**src/rtl/upload_packer_if.sv**
```systemverilog
// Handshake bundle between a protocol engine's upload stream and the CDC TX FIFO.
// The slave modport is the packer; the master modport is the engine/FIFO side.
interface upload_packer_if;
  logic       upload_req;
  logic [7:0] upload_data;
  logic [7:0] upload_source;
  logic       upload_valid;
  logic       upload_ready;
  logic [7:0] pack_data;
  logic       pack_valid;
  logic       pack_ready;

  modport slave (
    input  upload_req, upload_data, upload_source, upload_valid, pack_ready,
    output upload_ready, pack_data, pack_valid
  );

  modport master (
    output upload_req, upload_data, upload_source, upload_valid, pack_ready,
    input  upload_ready, pack_data, pack_valid
  );
endinterface

```
**src/rtl/upload_packer.sv**
```systemverilog
// Buffers upload bytes per source and emits them as framed packets:
// AA 44 src len_hi len_lo payload... csum (csum excludes the AA 44 preamble).
module upload_packer #(
  parameter int unsigned MAX_PAYLOAD  = 256,
  parameter int unsigned IDLE_TIMEOUT = 1000
) (
  input  logic               clk,
  input  logic               rst,
  upload_packer_if.slave     bus
);

  localparam int unsigned AW       = (MAX_PAYLOAD > 1) ? $clog2(MAX_PAYLOAD) : 1;
  localparam logic [15:0] MAX_CNT  = 16'(MAX_PAYLOAD);
  localparam logic [31:0] IDLE_LIM = 32'(IDLE_TIMEOUT);

  typedef enum logic [2:0] {
    S_COLLECT, S_HDR0, S_HDR1, S_SRC, S_LEN_HI, S_LEN_LO, S_PAYLOAD, S_CSUM
  } state_t;

  state_t      r_state;
  logic [7:0]  r_mem [MAX_PAYLOAD];
  logic [15:0] r_count;
  logic [15:0] r_rd_ptr;
  logic [31:0] r_idle;
  logic [7:0]  r_cur_src;
  logic [7:0]  r_pend_data;
  logic [7:0]  r_pend_src;
  logic        r_pend_valid;
  logic [7:0]  r_psum;
  logic [7:0]  r_pack_data;
  logic        r_pack_valid;
  logic        r_upload_ready;

  logic        w_accept;
  logic        w_new_src;
  logic [15:0] w_count_inc;
  logic        w_close;
  logic        w_csum_done;
  logic [7:0]  w_csum;
  logic [7:0]  w_rd_byte;
  logic        w_mem_we;
  logic [AW-1:0] w_mem_addr;
  logic [7:0]  w_mem_wdata;
  logic        w_unused_req;

  assign w_unused_req = bus.upload_req;

  // r_upload_ready is only ever high in S_COLLECT, so it alone qualifies an accept.
  assign w_accept    = r_upload_ready && bus.upload_valid;
  assign w_new_src   = (r_count != 16'd0) && (bus.upload_source != r_cur_src);
  assign w_count_inc = r_count + 16'd1;
  assign w_close     = (w_accept && w_new_src)
                     || (w_accept && (w_count_inc == MAX_CNT))
                     || (!w_accept && (r_count != 16'd0)
                         && ((r_count == MAX_CNT) || (r_idle == IDLE_LIM)));
  assign w_csum_done = (r_state == S_CSUM) && bus.pack_ready;
  assign w_csum      = r_psum + r_cur_src + r_count[15:8] + r_count[7:0];
  assign w_rd_byte   = r_mem[r_rd_ptr[AW-1:0]];

  // The pending byte of a source change is written as byte 0 of the next frame.
  assign w_mem_we    = (w_accept && !w_new_src) || (w_csum_done && r_pend_valid);
  assign w_mem_addr  = w_csum_done ? {AW{1'b0}} : r_count[AW-1:0];
  assign w_mem_wdata = w_csum_done ? r_pend_data : bus.upload_data;

  always_ff @(posedge clk) begin
    if (w_mem_we) begin
      r_mem[w_mem_addr] <= w_mem_wdata;
    end
  end

  always_ff @(posedge clk or posedge rst) begin
    if (rst) begin
      r_state        <= S_COLLECT;
      r_count        <= 16'd0;
      r_rd_ptr       <= 16'd0;
      r_idle         <= 32'd0;
      r_cur_src      <= 8'h00;
      r_pend_data    <= 8'h00;
      r_pend_src     <= 8'h00;
      r_pend_valid   <= 1'b0;
      r_psum         <= 8'h00;
      r_pack_data    <= 8'h00;
      r_pack_valid   <= 1'b0;
      r_upload_ready <= 1'b0;
    end else begin
      case (r_state)
        S_COLLECT: begin
          if (w_accept && w_new_src) begin
            r_pend_data  <= bus.upload_data;
            r_pend_src   <= bus.upload_source;
            r_pend_valid <= 1'b1;
          end else if (w_accept) begin
            r_count <= w_count_inc;
            r_psum  <= r_psum + bus.upload_data;
            if (r_count == 16'd0) begin
              r_cur_src <= bus.upload_source;
            end
          end
          if (w_accept || w_close || (r_count == 16'd0)) begin
            r_idle <= 32'd0;
          end else if (r_idle < IDLE_LIM) begin
            r_idle <= r_idle + 32'd1;
          end
          if (w_close) begin
            r_state        <= S_HDR0;
            r_pack_valid   <= 1'b1;
            r_pack_data    <= 8'hAA;
            r_upload_ready <= 1'b0;
          end else begin
            r_upload_ready <= !r_pend_valid && (r_count < MAX_CNT);
          end
        end
        S_HDR0: if (bus.pack_ready) begin
          r_pack_data <= 8'h44;
          r_state     <= S_HDR1;
        end
        S_HDR1: if (bus.pack_ready) begin
          r_pack_data <= r_cur_src;
          r_state     <= S_SRC;
        end
        S_SRC: if (bus.pack_ready) begin
          r_pack_data <= r_count[15:8];
          r_state     <= S_LEN_HI;
        end
        S_LEN_HI: if (bus.pack_ready) begin
          r_pack_data <= r_count[7:0];
          r_state     <= S_LEN_LO;
        end
        S_LEN_LO: if (bus.pack_ready) begin
          r_pack_data <= w_rd_byte;
          r_rd_ptr    <= 16'd1;
          r_state     <= S_PAYLOAD;
        end
        // r_rd_ptr runs one ahead of the byte on pack_data, so the next read is ready.
        S_PAYLOAD: if (bus.pack_ready) begin
          if (r_rd_ptr == r_count) begin
            r_pack_data <= w_csum;
            r_state     <= S_CSUM;
          end else begin
            r_pack_data <= w_rd_byte;
            r_rd_ptr    <= r_rd_ptr + 16'd1;
          end
        end
        S_CSUM: if (bus.pack_ready) begin
          r_pack_valid   <= 1'b0;
          r_pack_data    <= 8'h00;
          r_state        <= S_COLLECT;
          r_rd_ptr       <= 16'd0;
          r_idle         <= 32'd0;
          r_upload_ready <= !r_pend_valid || (MAX_CNT > 16'd1);
          if (r_pend_valid) begin
            r_count      <= 16'd1;
            r_cur_src    <= r_pend_src;
            r_psum       <= r_pend_data;
            r_pend_valid <= 1'b0;
          end else begin
            r_count <= 16'd0;
            r_psum  <= 8'h00;
          end
        end
        default: begin
          r_state        <= S_COLLECT;
          r_pack_valid   <= 1'b0;
          r_upload_ready <= 1'b0;
        end
      endcase
    end
  end

  assign bus.upload_ready = r_upload_ready;
  assign bus.pack_data    = r_pack_data;
  assign bus.pack_valid   = r_pack_valid;

endmodule
```
**src/flat_wrapper.sv**
```systemverilog
// flat-port wrapper written by rule: the top's interface ports become plain ports
module upload_packer_flat 
#(
  parameter int unsigned MAX_PAYLOAD  = 256,
  parameter int unsigned IDLE_TIMEOUT = 1000
)
  (clk, rst, bus_upload_req, bus_upload_data, bus_upload_source, bus_upload_valid, bus_pack_ready, bus_upload_ready, bus_pack_data, bus_pack_valid);
  upload_packer_if bus_i ();
  input  logic clk;
  input  logic rst;
  input wire logic [$bits(bus_i.upload_req)-1:0] bus_upload_req;
  input wire logic [$bits(bus_i.upload_data)-1:0] bus_upload_data;
  input wire logic [$bits(bus_i.upload_source)-1:0] bus_upload_source;
  input wire logic [$bits(bus_i.upload_valid)-1:0] bus_upload_valid;
  input wire logic [$bits(bus_i.pack_ready)-1:0] bus_pack_ready;
  output wire logic [$bits(bus_i.upload_ready)-1:0] bus_upload_ready;
  output wire logic [$bits(bus_i.pack_data)-1:0] bus_pack_data;
  output wire logic [$bits(bus_i.pack_valid)-1:0] bus_pack_valid;
  assign bus_i.upload_req = bus_upload_req;
  assign bus_i.upload_data = bus_upload_data;
  assign bus_i.upload_source = bus_upload_source;
  assign bus_i.upload_valid = bus_upload_valid;
  assign bus_i.pack_ready = bus_pack_ready;
  assign bus_upload_ready = bus_i.upload_ready;
  assign bus_pack_data = bus_i.pack_data;
  assign bus_pack_valid = bus_i.pack_valid;
  upload_packer #(.MAX_PAYLOAD(MAX_PAYLOAD), .IDLE_TIMEOUT(IDLE_TIMEOUT)) u_core (.clk(clk), .rst(rst), .bus(bus_i));
endmodule
```
**config.mk**
```make
export PLATFORM = sky130hd
export DESIGN_NAME = upload_packer_flat
export DESIGN_NICKNAME = d
export VERILOG_FILES = /design/src/rtl/upload_packer_if.sv /design/src/rtl/upload_packer.sv /design/src/flat_wrapper.sv
export SDC_FILE = /design/constraint.sdc
export NUM_CORES = 2
export LEC_CHECK = 0
export ABC_AREA = 1
export BUFFER_PORTS_ARGS = -buffer_cell sky130_fd_sc_hd__buf_2
export CAP_MARGIN = 10
export CORE_MARGIN = 3
export CORE_UTILIZATION = 55
export CTS_CLUSTER_DIAMETER = 50
export DETAILED_ROUTE_END_ITERATION = 10
export PLACE_DENSITY = 0.73
export SLEW_MARGIN = 30
export SYNTH_ARGS = -nofsm -noshare
export SYNTH_HDL_FRONTEND = slang
export SYNTH_SLANG_ARGS = --single-unit
```
**constraint.sdc**
```tcl
create_clock -name clk -period 12.8 [get_ports clk]
set_clock_uncertainty 0.2 [all_clocks]
set_input_delay 0.64 -clock clk [delete_from_list [all_inputs] [get_ports clk]]
set_output_delay 0.64 -clock clk [all_outputs]
set_load 0.05 [all_outputs]
```
After elaboration in Yosys (flattened, before gate mapping)
Memory sizes are Yosys's and may differ from the RTL's.
Cells that the tools add are included.

cells by class
  $add $sub $neg = 7
  multipliers = 0
  div/mod/pow operators = 0
  magnitude comparators = 2
  eq/ne operators = 28
  shifts and indexed selects = 0
  multiplexer cells = 57
  bitwise operators = 0
  reduce and logical (&&, ||, !) cells = 34

operators with widths
  kind                                                                     count
  8-bit 2-to-1 mux                                                         20
  16-bit 2-to-1 mux                                                        7
  32-bit 2-to-1 mux                                                        3
  32-bit case mux with 2 select lines                                      1
  8-bit case mux with 8 select lines                                       1
  16-bit case mux with 3 select lines                                      1
  16-bit by 1-bit adder with 16-bit output, second input constant          2
  32-bit by 1-bit adder with 32-bit output, second input constant          1
  8-bit adder                                                              4
  16-bit by 9-bit equality test with 1-bit output, second input constant   2
  32-bit by 10-bit equality test with 1-bit output, second input constant  1
  32-bit by 10-bit < comparator with 1-bit output, second input constant   1
  16-bit case mux with 2 select lines                                      1
  8-bit case mux with 2 select lines                                       2
  3-bit 2-to-1 mux                                                         9
  3-bit case mux with 8 select lines                                       1
  2-bit inequality test, second input constant                             9
  16-bit equality test                                                     1
  16-bit logical NOT                                                       1
  16-bit by 9-bit < comparator with 1-bit output, second input constant    1
  16-bit nonzero test                                                      1
  3-bit equality test, second input constant                               4
  2-bit by 1-bit inequality test with 1-bit output, second input constant  6
  1-bit logical AND                                                        10
  18 further kinds                                                         38

storage, ports and cells
  flip-flop bits (word level) = 110
  bits in latches = 0
  bits in writable memories = 2048
  bits in read-only memories = 0
  input bits = 21
  output and inout port bits = 10
  logic and storage cells = 141
  memories kept = 1

memory list
  memory        words  bits a word  rd ports  clocked after Yosys merged registers in  write ports  RTL line             source
  u_core.r_mem  256    8            1         0                                        1            upload_packer.sv:21  logic [7:0] r_mem [MAX_PAYLOAD];

Depth between registers and ports, before layout
  depth after elaboration = 9
  depth in mapped cells = 20
  gate-level depth less buffers = 17

Worst setup path before layout
OpenSTA, ideal clock, no wires.

  path kind = input -> register
  start point = in bus_pack_ready
  end point = mem u_core.r_mem[0][0], data pin
  library setup time = 2189 ps
  arrival = 10959 ps
  data required time = 10411 ps
  slack = -548 ps
  stages on the path = 4
  buffers on the path = 1
  cells stage by stage = inv_1 nor2_8 clkbuf_1 o21ai_0

between the ends
  longest elaborated chain between the ends = 2

ends and longest elaborated chain
  element                    RTL line             source
  start, declared            flat_wrapper.sv:15   input wire logic [$bits(bus_i.pack_ready)-1:0] bus_pack_ready;
  1-bit logical AND          upload_packer.sv:56  assign w_csum_done = (r_state == S_CSUM) && bus.pack_ready;
  8-bit 2-to-1 mux           upload_packer.sv:63  assign w_mem_wdata = w_csum_done ? r_pend_data : bus.upload_data;
  via u_core.w_mem_wdata[0]  upload_packer.sv:43  logic [7:0] w_mem_wdata;
  end, declared              upload_packer.sv:21

The timed path passes the listed nets, and every way through them passes these cells.

Worst setup path after layout
  start point = reg u_core.r_rd_ptr[1]
  end point = reg u_core.r_pack_data[7] (netlist: u_core.bus.pack_data[7])

between the ends
  longest elaborated chain between the ends = 4
  elaborated cells on any way between the ends = 6
  classes of those cells = eq/ne (1); mux (4); memory (1)

ends and longest elaborated chain
  element                                                            RTL line              source
  start, declared                                                    upload_packer.sv:23   logic [15:0] r_rd_ptr;
  start signal, assigned                                             upload_packer.sv:141  r_rd_ptr <= r_rd_ptr + 16'd1;
  memory 256 x 8 bit / 16-bit equality test (equally long branches)  -
  8-bit 2-to-1 mux                                                   upload_packer.sv:136  if (r_rd_ptr == r_count) begin
  8-bit 2-to-1 mux                                                   upload_packer.sv:135  S_PAYLOAD: if (bus.pack_ready) begin
  8-bit case mux with 8 select lines *                               upload_packer.sv:86   case (r_state)
  end signal, assigned                                               upload_packer.sv:130  r_pack_data <= w_rd_byte;
  end signal, assigned                                               upload_packer.sv:137  r_pack_data <= w_csum;
  end signal, assigned                                               upload_packer.sv:140  r_pack_data <= w_rd_byte;
  end, declared                                                      upload_packer.sv:30   logic [7:0] r_pack_data;

Mark *: on every way between the ends. The rest lies on a longest branch, timed or not. The select of a mux whose other input is x is not followed.
A chain may end at the register's enable or synchronous reset.

==> flow_summary.ini <==
[run_status]
status = complete, no violations

[timing]
clock.fmax_ghz = 0.173
hold_slack_ns = 0.0534
layout_setup_ws_ns = 7.02
report.final.setup_viol = 0
rsz0062_at_grt = false
drv_slew = 0
tightest_slew_ns = 1.13
fin_crit_ns = 5.78
hold_viol = 0
slew-limit-headroom = 0.242
period_share = 0.451

[yosys]
synthAdderAreaFrac = 0.00650
synth_warnings = 0
syn_area_per_cell_um2 = 11.0
synth_seq_cells = 2158
synth.mux.area_fraction = 0
yosysTopAreaCell = edfxtp_1
synthCells = 8416
synthTopCellsByArea = edfxtp_1 67%, nand2_1 6.7%, nor2_1 5.4%
synth_top_family_by_area = simple AND/OR/NAND/NOR gates
synth_compound_area_frac = 0.0616
yosysUniqueCellTypes = 49
post-synth-top-area-fraction = 0.666
syn_nets = 8476
yosysSeqAreaShare = 0.696
syn_area_um2 = 92400
yosys.area_share.simple = 0.182
synth-xor-area-share = 0.00313

[pwr]
switchingPower_w = 0.00837
swShare = 0.383
p_clk_frac = 0.279
power_density_nw_per_um2 = 217
p_comb_frac = 0.343
internal-power_w = 0.0135
cellLeakagePower_nw = 36.7
ir_drop_mv = 0.237
sequentialPowerShare = 0.378

[routing]
wl_per_cell_um = 22.0
first_pass_iters = 10
remaining_drc_errors = 0
drt-initial-drc-count = 7899
drt_wl_total_um = 234000
vias = 62500
via_per_inst = 5.89
ant_nets = 0

[layout]
fin_nets = 8305
final_common_cell = edfxtp_1
fin_util = 0.607
layout_common_cells = 2,048 x edfxtp_1, 1,654 x nand2_1, 1,319 x nor2_1
design_area_um2 = 101000
drive_gt1_frac = 0.0690
final_cells = 10600
synthToLayoutAreaGrowth_pct = 9.11

[setup_path]
cp.required_ns = 13.33
path_buf_inv = 3
max_stage_delay_ns = 0.95
cp-end-kind = flop
critical_path_class = reg2reg
path_cells = buf_4, buf_4, buf_4, nor2_1, o21ai_0, nand3_1, nand3_1, nand2_1, nand2_1, nand3_1, a21boi_1, nor2_1, nand2_1, a21oi_1
slowest_stage = dfrtp_4
critPathLaunchType = flop
critPathArrivalTime_ns = 6.31
crit_family = buffers and inverters
cp_max_fo = 64

[cts]
cts_tree = built
cts_root_buffer = clkbuf_16
hold_buffers = 16
cts_post_setup_buffers_inserted = 0
clock_sinks = 2158
cts_resized = 0
numCtsBuffers = 209
htreeDepth = 4
clockBufferDepth = 3
insertion_delay_ns = 0.85
path_clk_slew_ns = 0.06

[placement]
hpwlAfterDp_um = 127000
dp_cells = 10200
dp_slack_ns = 7.34
dpl_cell_area_um2 = 93800
port_buffers = 29
gp_congestion = 0.922

[global_route]
grt_pass1_vias = 59300
grt_first_pass_wirelength_um = 351000
antenna_found_initial = 4
grtUsageTotal = 0.265
grt_max_degree = 218
overflow = 0

[floorplanning]
die_x_um = 416
start_util = 0.557
coreArea_um2 = 166000
fp.dieH_um = 416
die_area_um2 = 173000
io_pins = 31
rows = 149

[job]
maxCapViolations = 0

[min_path]
hold_path.class = in2reg
-- metal layers --
layer  GRT usage  up-vias  part of all wire
met2       0.426     3202              0.47
li1            -    28500                 -
met4       0.117        4             0.045
met1       0.355    30300              0.38
met5           0        -           0.00011
met3      0.0508      534             0.098
-- worst register-to-register path, stage by stage, from the launching register on --
cell,delay (ns)
dfrtp_4,0.95
buf_4,0.85
buf_4,0.81
buf_4,0.80
nor2_1,0.12
o21ai_0,0.10
nand3_1,0.10
nand3_1,0.14
nand2_1,0.09
nand2_1,0.08
nand3_1,0.29
a21boi_1,0.71
nor2_1,0.11
nand2_1,0.20
a21oi_1,0.11
-- power by group through the flow --
| stage | Sequential [W] | Combinational [W] | Clock, W |
|---|---|---|---|
| 2_1_floorplan | 0.00843 | 0.00522 | 0 |
| 3_3_place_gp | 0.00838 | 0.00714 | 0 |
| 3_5_place_dp | 0.00839 | 0.00730 | 0 |
| 4_1_cts | 0.00824 | 0.00735 | 0.00614 |
| 5_1_grt | 0.00826 | 0.00820 | 0.00642 |
| 6_report | 0.00825 | 0.00748 | 0.00610 |
-- final cells by class --
| class | count | area [um2] |
|---|---|---|
| fill | 12700 | 65200 |
| sequential | 2158 | 64300 |
| multi-input combinational | 5132 | 23500 |
| clock buffer | 255 | 5430 |
| tap | 2189 | 2740 |
| inverter | 622 | 2370 |
| clock inverter | 134 | 1350 |
| timing repair buffer | 122 | 1070 |
| antenna | 2 | 5.00 |
-- cells in the mapped netlist, drive strengths merged --
cell type and number:
edfxtp 2048, nand2 1667, nor2 1354, nand3 906, o21ai 720, inv 619
buf 314, clkbuf 190, o211ai 188, dfrtp 110, or2 65, o22ai 53
a21oi 35, ha 24, nand4 22, xor2 21, nor3 18, fa 15
xnor2 12, nor4 6, o31ai 5, nand3b 4, a211oi 3, clkinv 3
a21boi 2, a22oi 2, a31oi 2, nor3b 2, o2111ai 2, o221ai 2
o21a 1, o21ba 1
-- sequential cells by signal (all words and copies together), names as in the netlist --
name / cells
u_core.r_mem: 2048
u_core.r_idle: 32
u_core.r_count: 16
u_core.r_rd_ptr: 16
u_core.bus.pack_data: 8
u_core.r_cur_src: 8
u_core.r_pend_data: 8
u_core.r_pend_src: 8
u_core.r_psum: 8
u_core.r_state: 3
u_core.bus.pack_valid: 1
u_core.bus.upload_ready: 1
u_core.r_pend_valid: 1
-- path summary, 6_finish.rpt --
kind                                                      from  depth (start not counted)                             endpoint  slack [ns]
max in group asynchronous                                  rst                          4        u_core.r_idle[17]$_DFFE_PP0P_       11.14
max reg2reg                     u_core.r_rd_ptr[1]$_DFFE_PP0P_                         14  u_core.bus.pack_data[7]$_DFFE_PP0P_        7.02
min in group asynchronous                                  rst                          3  u_core.bus.pack_data[1]$_DFFE_PP0P_        0.18
max                             u_core.r_rd_ptr[1]$_DFFE_PP0P_                         14  u_core.bus.pack_data[7]$_DFFE_PP0P_        7.02
min reg2reg                u_core.bus.pack_data[4]$_DFFE_PP0P_                          2  u_core.bus.pack_data[4]$_DFFE_PP0P_        0.29
min                                         bus_upload_data[1]                          3    u_core.r_pend_data[1]$_DFFE_PP0P_        0.05
-- cell families after synthesis --
family,count (synthesis)
AO/OA/AOI/OAI,1016
XOR/XNOR,33
adder cells (fa/ha/maj),39
buffers and inverters,1126
flip-flops,2158
AND/OR/NAND/NOR,4044
-- metrics by stage --
step	setup TNS, ns	total power (W)
6_report	0	0.0218
5_1_grt	0	0.0229
4_1_cts	0	0.0217
3_5_place_dp	0	0.0157
3_3_place_gp	0	0.0155
2_1_floorplan	-1122.39	0.0136
Power figures use the tool's default switching activity.
